### config.mk
export PLATFORM = sky130hd
export DESIGN_NAME = vp_frame_writer
export DESIGN_NICKNAME = d
export VERILOG_FILES = /design/src/rtl/vp_frame_writer.sv
export SDC_FILE = /design/constraint.sdc
export NUM_CORES = 1
export LEC_CHECK = 0
export ABC_AREA = 1
export CORE_ASPECT_RATIO = 0.5
export CORE_MARGIN = 2
export CORE_UTILIZATION = 29
export CTS_CLUSTER_DIAMETER = 100
export CTS_CLUSTER_SIZE = 10
export DETAILED_ROUTE_END_ITERATION = 8
export MAX_ROUTING_LAYER = met4
export PLACE_DENSITY = 0.6
export SLEW_MARGIN = 20
export SYNTH_ARGS = -nofsm -noshare
export SYNTH_HDL_FRONTEND = slang
export SYNTH_SLANG_ARGS = --single-unit
### constraint.sdc
create_clock -name i_clk -period 3.8 [get_ports i_clk]
set_input_delay 0.76 -clock i_clk [delete_from_list [all_inputs] [get_ports i_clk]]
set_output_delay 0.76 -clock i_clk [all_outputs]
set_load 0.05 [all_outputs]
### src/rtl/vp_frame_writer.sv
// vp_frame_writer: turns a ready/valid pixel stream into raster writes for a
// double-buffered frame memory, flipping banks on every completed frame.
//   i_clk, i_rstn      clock, synchronous active-low reset
//   i_enable           allows capture to start/continue (a started frame always finishes)
//   i_sof              start-of-frame resync; aborts a partial frame
//   i_data_valid/i_data, o_data_ready   upstream pixel handshake
//   i_wr_stall         memory cannot accept a write this cycle
//   o_wr_en/o_wr_addr/o_wr_data         memory write port, one cycle after transfer
//   o_disp_bank        bank holding the last completed frame
//   o_frame_done/o_frame_err            one-cycle completion / abort pulses
//   o_frame_cnt        completed-frame count (wraps)
module vp_frame_writer #(
    parameter int DW   = 8,
    parameter int COLS = 640,
    parameter int ROWS = 480,
    parameter int AW   = 20
) (
    input  logic          i_clk,
    input  logic          i_rstn,
    input  logic          i_enable,
    input  logic          i_sof,
    input  logic          i_data_valid,
    output logic          o_data_ready,
    input  logic [DW-1:0] i_data,
    input  logic          i_wr_stall,
    output logic          o_wr_en,
    output logic [AW-1:0] o_wr_addr,
    output logic [DW-1:0] o_wr_data,
    output logic          o_disp_bank,
    output logic          o_frame_done,
    output logic          o_frame_err,
    output logic [15:0]   o_frame_cnt
);
    typedef enum logic {IDLE, RUN} state_t;
    localparam int CW    = $clog2(COLS > 1 ? COLS : 2);
    localparam int RW    = $clog2(ROWS > 1 ? ROWS : 2);
    localparam int FRAME = COLS * ROWS;
    state_t        state, state_nx;
    logic [CW-1:0] col, col_nx;
    logic [RW-1:0] row, row_nx;
    logic          wbank, wbank_nx;
    logic          wr_en_nx, disp_nx, done_nx, err_nx;
    logic [AW-1:0] wr_addr_nx;
    logic [DW-1:0] wr_data_nx;
    logic [15:0]   cnt_nx;
    logic          xfer, sof, last_col, last_row;
    assign o_data_ready = (state == RUN) && !i_wr_stall;
    assign xfer     = i_data_valid && o_data_ready;
    assign sof      = i_sof && (state == RUN);
    assign last_col = col == CW'(COLS - 1);
    assign last_row = row == RW'(ROWS - 1);
    always_comb begin
        state_nx   = state;
        col_nx     = col;
        row_nx     = row;
        wbank_nx   = wbank;
        wr_en_nx   = xfer;
        wr_addr_nx = o_wr_addr;
        wr_data_nx = o_wr_data;
        disp_nx    = o_disp_bank;
        done_nx    = 1'b0;
        err_nx     = 1'b0;
        cnt_nx     = o_frame_cnt;
        if (xfer) begin
            // a resync pixel lands at offset 0 of the bank being written
            wr_addr_nx = (wbank ? AW'(FRAME) : {AW{1'b0}})
                       + (sof ? {AW{1'b0}} : AW'(row) * AW'(COLS) + AW'(col));
            wr_data_nx = i_data;
        end
        if (sof) begin
            err_nx = (col != '0) || (row != '0);
            col_nx = xfer ? CW'(1) : '0;
            row_nx = '0;
        end else if (xfer && last_col) begin
            col_nx = '0;
            if (last_row) begin
                row_nx   = '0;
                done_nx  = 1'b1;
                disp_nx  = wbank;
                wbank_nx = !wbank;
                cnt_nx   = o_frame_cnt + 16'd1;
                if (!i_enable) state_nx = IDLE;
            end else begin
                row_nx = row + RW'(1);
            end
        end else if (xfer) begin
            col_nx = col + CW'(1);
        end
        if (state == IDLE && i_enable) state_nx = RUN;
    end
    always_ff @(posedge i_clk) begin
        if (!i_rstn) begin
            state        <= IDLE;
            col          <= '0;
            row          <= '0;
            wbank        <= 1'b0;
            o_wr_en      <= 1'b0;
            o_wr_addr    <= '0;
            o_wr_data    <= '0;
            o_disp_bank  <= 1'b0;
            o_frame_done <= 1'b0;
            o_frame_err  <= 1'b0;
            o_frame_cnt  <= '0;
        end else begin
            state        <= state_nx;
            col          <= col_nx;
            row          <= row_nx;
            wbank        <= wbank_nx;
            o_wr_en      <= wr_en_nx;
            o_wr_addr    <= wr_addr_nx;
            o_wr_data    <= wr_data_nx;
            o_disp_bank  <= disp_nx;
            o_frame_done <= done_nx;
            o_frame_err  <= err_nx;
            o_frame_cnt  <= cnt_nx;
        end
    end
endmodule

==> metrics.yaml <==
run_status:
  run_status: "finished, final reports clean"
sta:
  fin_skew_ns: 0.00817
  grt_setup_unrepaired: "false"
  slew_headroom_pct: 57.4
  hold_viol_final: 0
  finalCritPeriodShare_pct: 90.4
  period_needed_ns: 3.43
  fmax_mhz: 291
  finalSetupViolCount: 0
  slew_violations: 0
  setup_tns_ns: 0
  layout_setup_ws_ns: 0.366
  worstMarginPinSlew_ns: 0.632
worst_setup_path:
  max_stage_delay_ns: 0.45
  start_kind: "register"
  cp_common_cell: "nand2_1"
  crit_path_cell_trace: "ha_1 -> ha_1 -> fa_1 -> xor2_1 -> nand2_1 -> nor2_1 -> nand2_1 -> nor2_1 -> xor2_1 -> nor2_1 -> ha_1 -> inv_1 -> nor2_1 -> nand4_1 -> nand2_1 -> nand3_1 -> nand2_1 -> nand3_1 -> nand2_1 -> inv_1"
  critPathRequiredTime_ns: 4.04
  critPathMaxFanout: 5
  worstPathArrival_ns: 3.67
  cp-end-kind: "register"
  slowest_stage: "dfxtp_1"
  crit_type: "register to register"
  crit_family: "adder cells"
  cp_num_buf_inv: 2
drt:
  finalWirelength_microns: 10600
  dr.first_iter.drc_count: 224
  first_pass_iters: 5
  avgRoutedWirePerCell_microns: 13.0
  ant_nets: 0
  drc: 0
  vias_per_cell: 4.79
  vias: 3901
pwr:
  p_total_mw: 1.69
  power_switching_share_pct: 23.3
  p_per_area_nw_per_um2: 331
  clkPwrFrac_pct: 49.3
  switchingPower_mw: 0.392
  comb_power_share_pct: 6.9
  p_int_mw: 1.29
  max-vdd-ir-drop_v: 0.000225
  power.leakage_nw: 2.14
  p_seq_share_pct: 43.8
yosys:
  ys_types: 35
  synth-seq-cells: 69
  syn-num-nets: 611
  synth-async-reset-ratio_pct: 0
  synth_edf_count: 0
  ys_seq_area_share_pct: 34.8
  syn_area_sq_um: 3970
  avgSynthCellArea_sq_um: 6.98
  yosys_warnings: 0
  synth_flop_cell: "dfxtp_1"
  netlist_instances: 568
clocking:
  worstSkewPairLatency_ns: 0.34
  cts.sinks: 69
  htree_levels: 3
  hold_buffers: 0
  ctsResizeCount: 0
  post-cts-setup-buffers: 0
  cts_tree: "yes"
  cts_buffer_depth: 2
  path_clk_slew_ns: 0.06
  cts_buffers: 9
  clock_tree.root_cell: "clkbuf_16"
floorplan:
  core_area_sq_um: 13400
  dieWidth_microns: 169
  num_rows: 30
  fp.dieArea_sq_um: 14700
  ios: 63
  start_util_pct: 29.5
  die_y_microns: 86.7
global_route:
  grt_pass1_wl_microns: 17500
  grt_pass1_vias: 3576
  antenna_found_initial: 0
  grt_use_total_pct: 15.6
  grt-ovfl-total: 0
  grt_max_degree: 35
placed_design:
  io_buffer_count: 62
  post-place-ws_ns: 0.339
  gp_congestion: 0.886
  post-dp-hpwl_microns: 7870
layout:
  final_common_cell: "nand2_1"
  syn_to_final_growth_pct: 28.6
  fin_nets: 678
  diodes: 0
  drive_above_1_share_pct: 6.10
  most-common-layout-cells: "nand2_1, inv_1, dfxtp_1"
worst_hold_path:
  hp-class: "register to register"
flow_run:
  maxCapViolations: 0
==> cell usage after synthesis (all sizes together) (4+ instances only) <==
cell    instances  area share [%]
nand2         146              14
inv            76             7.2
dfxtp          69              35
nor2           56             6.2
a21oi          45             5.7
nand3          38             4.8
ha             26             8.2
o21ai          21             2.7
nor3           17             2.7
nand4          12             1.9
clkbuf         11             1.0
xor2           11             2.4
nor4            6            0.95
a211oi          4            0.76
or2             4            0.63
xnor2           4            0.88
==> kinds of logic after synthesis <==
family	count (synthesis)	share of synthesized area (%)
and+or+nand+nor	283	32.1
buffers and inverters	88	8.33
AOI/OAI and AO/OA	84	11.7
DFF	69	34.8
adders and majority gates	29	9.72
xor gates and xnor gates	15	3.31
==> power by group through the flow <==
| stage | sequential, mW | clock (mW) | combinational (mW) |
|---|---|---|---|
| 2_1_floorplan | 0.777 | 0 | 0.0445 |
| 3_3_place_gp | 0.754 | 0 | 0.116 |
| 3_5_place_dp | 0.754 | 0 | 0.117 |
| 4_1_cts | 0.738 | 0.853 | 0.117 |
| 5_1_grt | 0.739 | 0.883 | 0.126 |
| 6_report | 0.738 | 0.831 | 0.116 |
==> path summary, 6_finish.rpt <==
kind / start / endpoint / slack (ns) / cells after the start
hold reg to reg: o_wr_data[3] / o_wr_data[3] / 0.46 / 2
setup / recovery: row[1] / o_wr_addr[18] / 0.37 / 20
setup reg to reg: row[1] / o_wr_addr[18] / 0.37 / 20
hold / removal: o_wr_data[3] / o_wr_data[3] / 0.46 / 2
==> registers in the layout, indices dropped and copies added (netlist names) <==
signal,count
col,10
o_disp_bank,1
o_frame_cnt,16
o_frame_done,1
o_frame_err,1
o_wr_addr,20
o_wr_data,8
o_wr_en,1
row,9
state,1
wbank,1
==> worst min-delay path, stage by stage (launching register included) <==
cell and delay, ns:
dfxtp_1 0.30, nand2_1 0.06, a21oi_1 0.06
==> routing by layer <==
layer  vias up  track usage (%)  part of all wire (%)
met5         -                -                     0
met4         0             4.90                   1.4
met3        14             3.97                   4.7
met2        88             24.3                    45
met1      1808             20.1                    49
li1       1991                -                     -
==> stage by stage <==
stage          util, %  std cells  hold WS (ns)  area, sq um
4_1_cts           37.9        815         0.465         5100
3_3_place_gp      35.8        800         0.455         4810
3_5_place_dp      35.8        800         0.456         4810
5_1_grt           37.9        815         0.487         5100
6_report          37.9        815         0.465         5100
2_1_floorplan        -        568         0.454         3970
==> cell type report <==
| cell class | count | area (sq um) |
|---|---|---|
| Multi-Input combinational cell | 411 | 2250 |
| Clock buffer | 11 | 243 |
| Sequential cell | 69 | 1380 |
| Clock inverter | 4 | 48.8 |
| Tap cell | 176 | 220 |
| Timing Repair Buffer | 68 | 666 |
| Inverter | 76 | 285 |
| Fill cell | 1398 | 8340 |
Power figures use the tool's default switching activity.
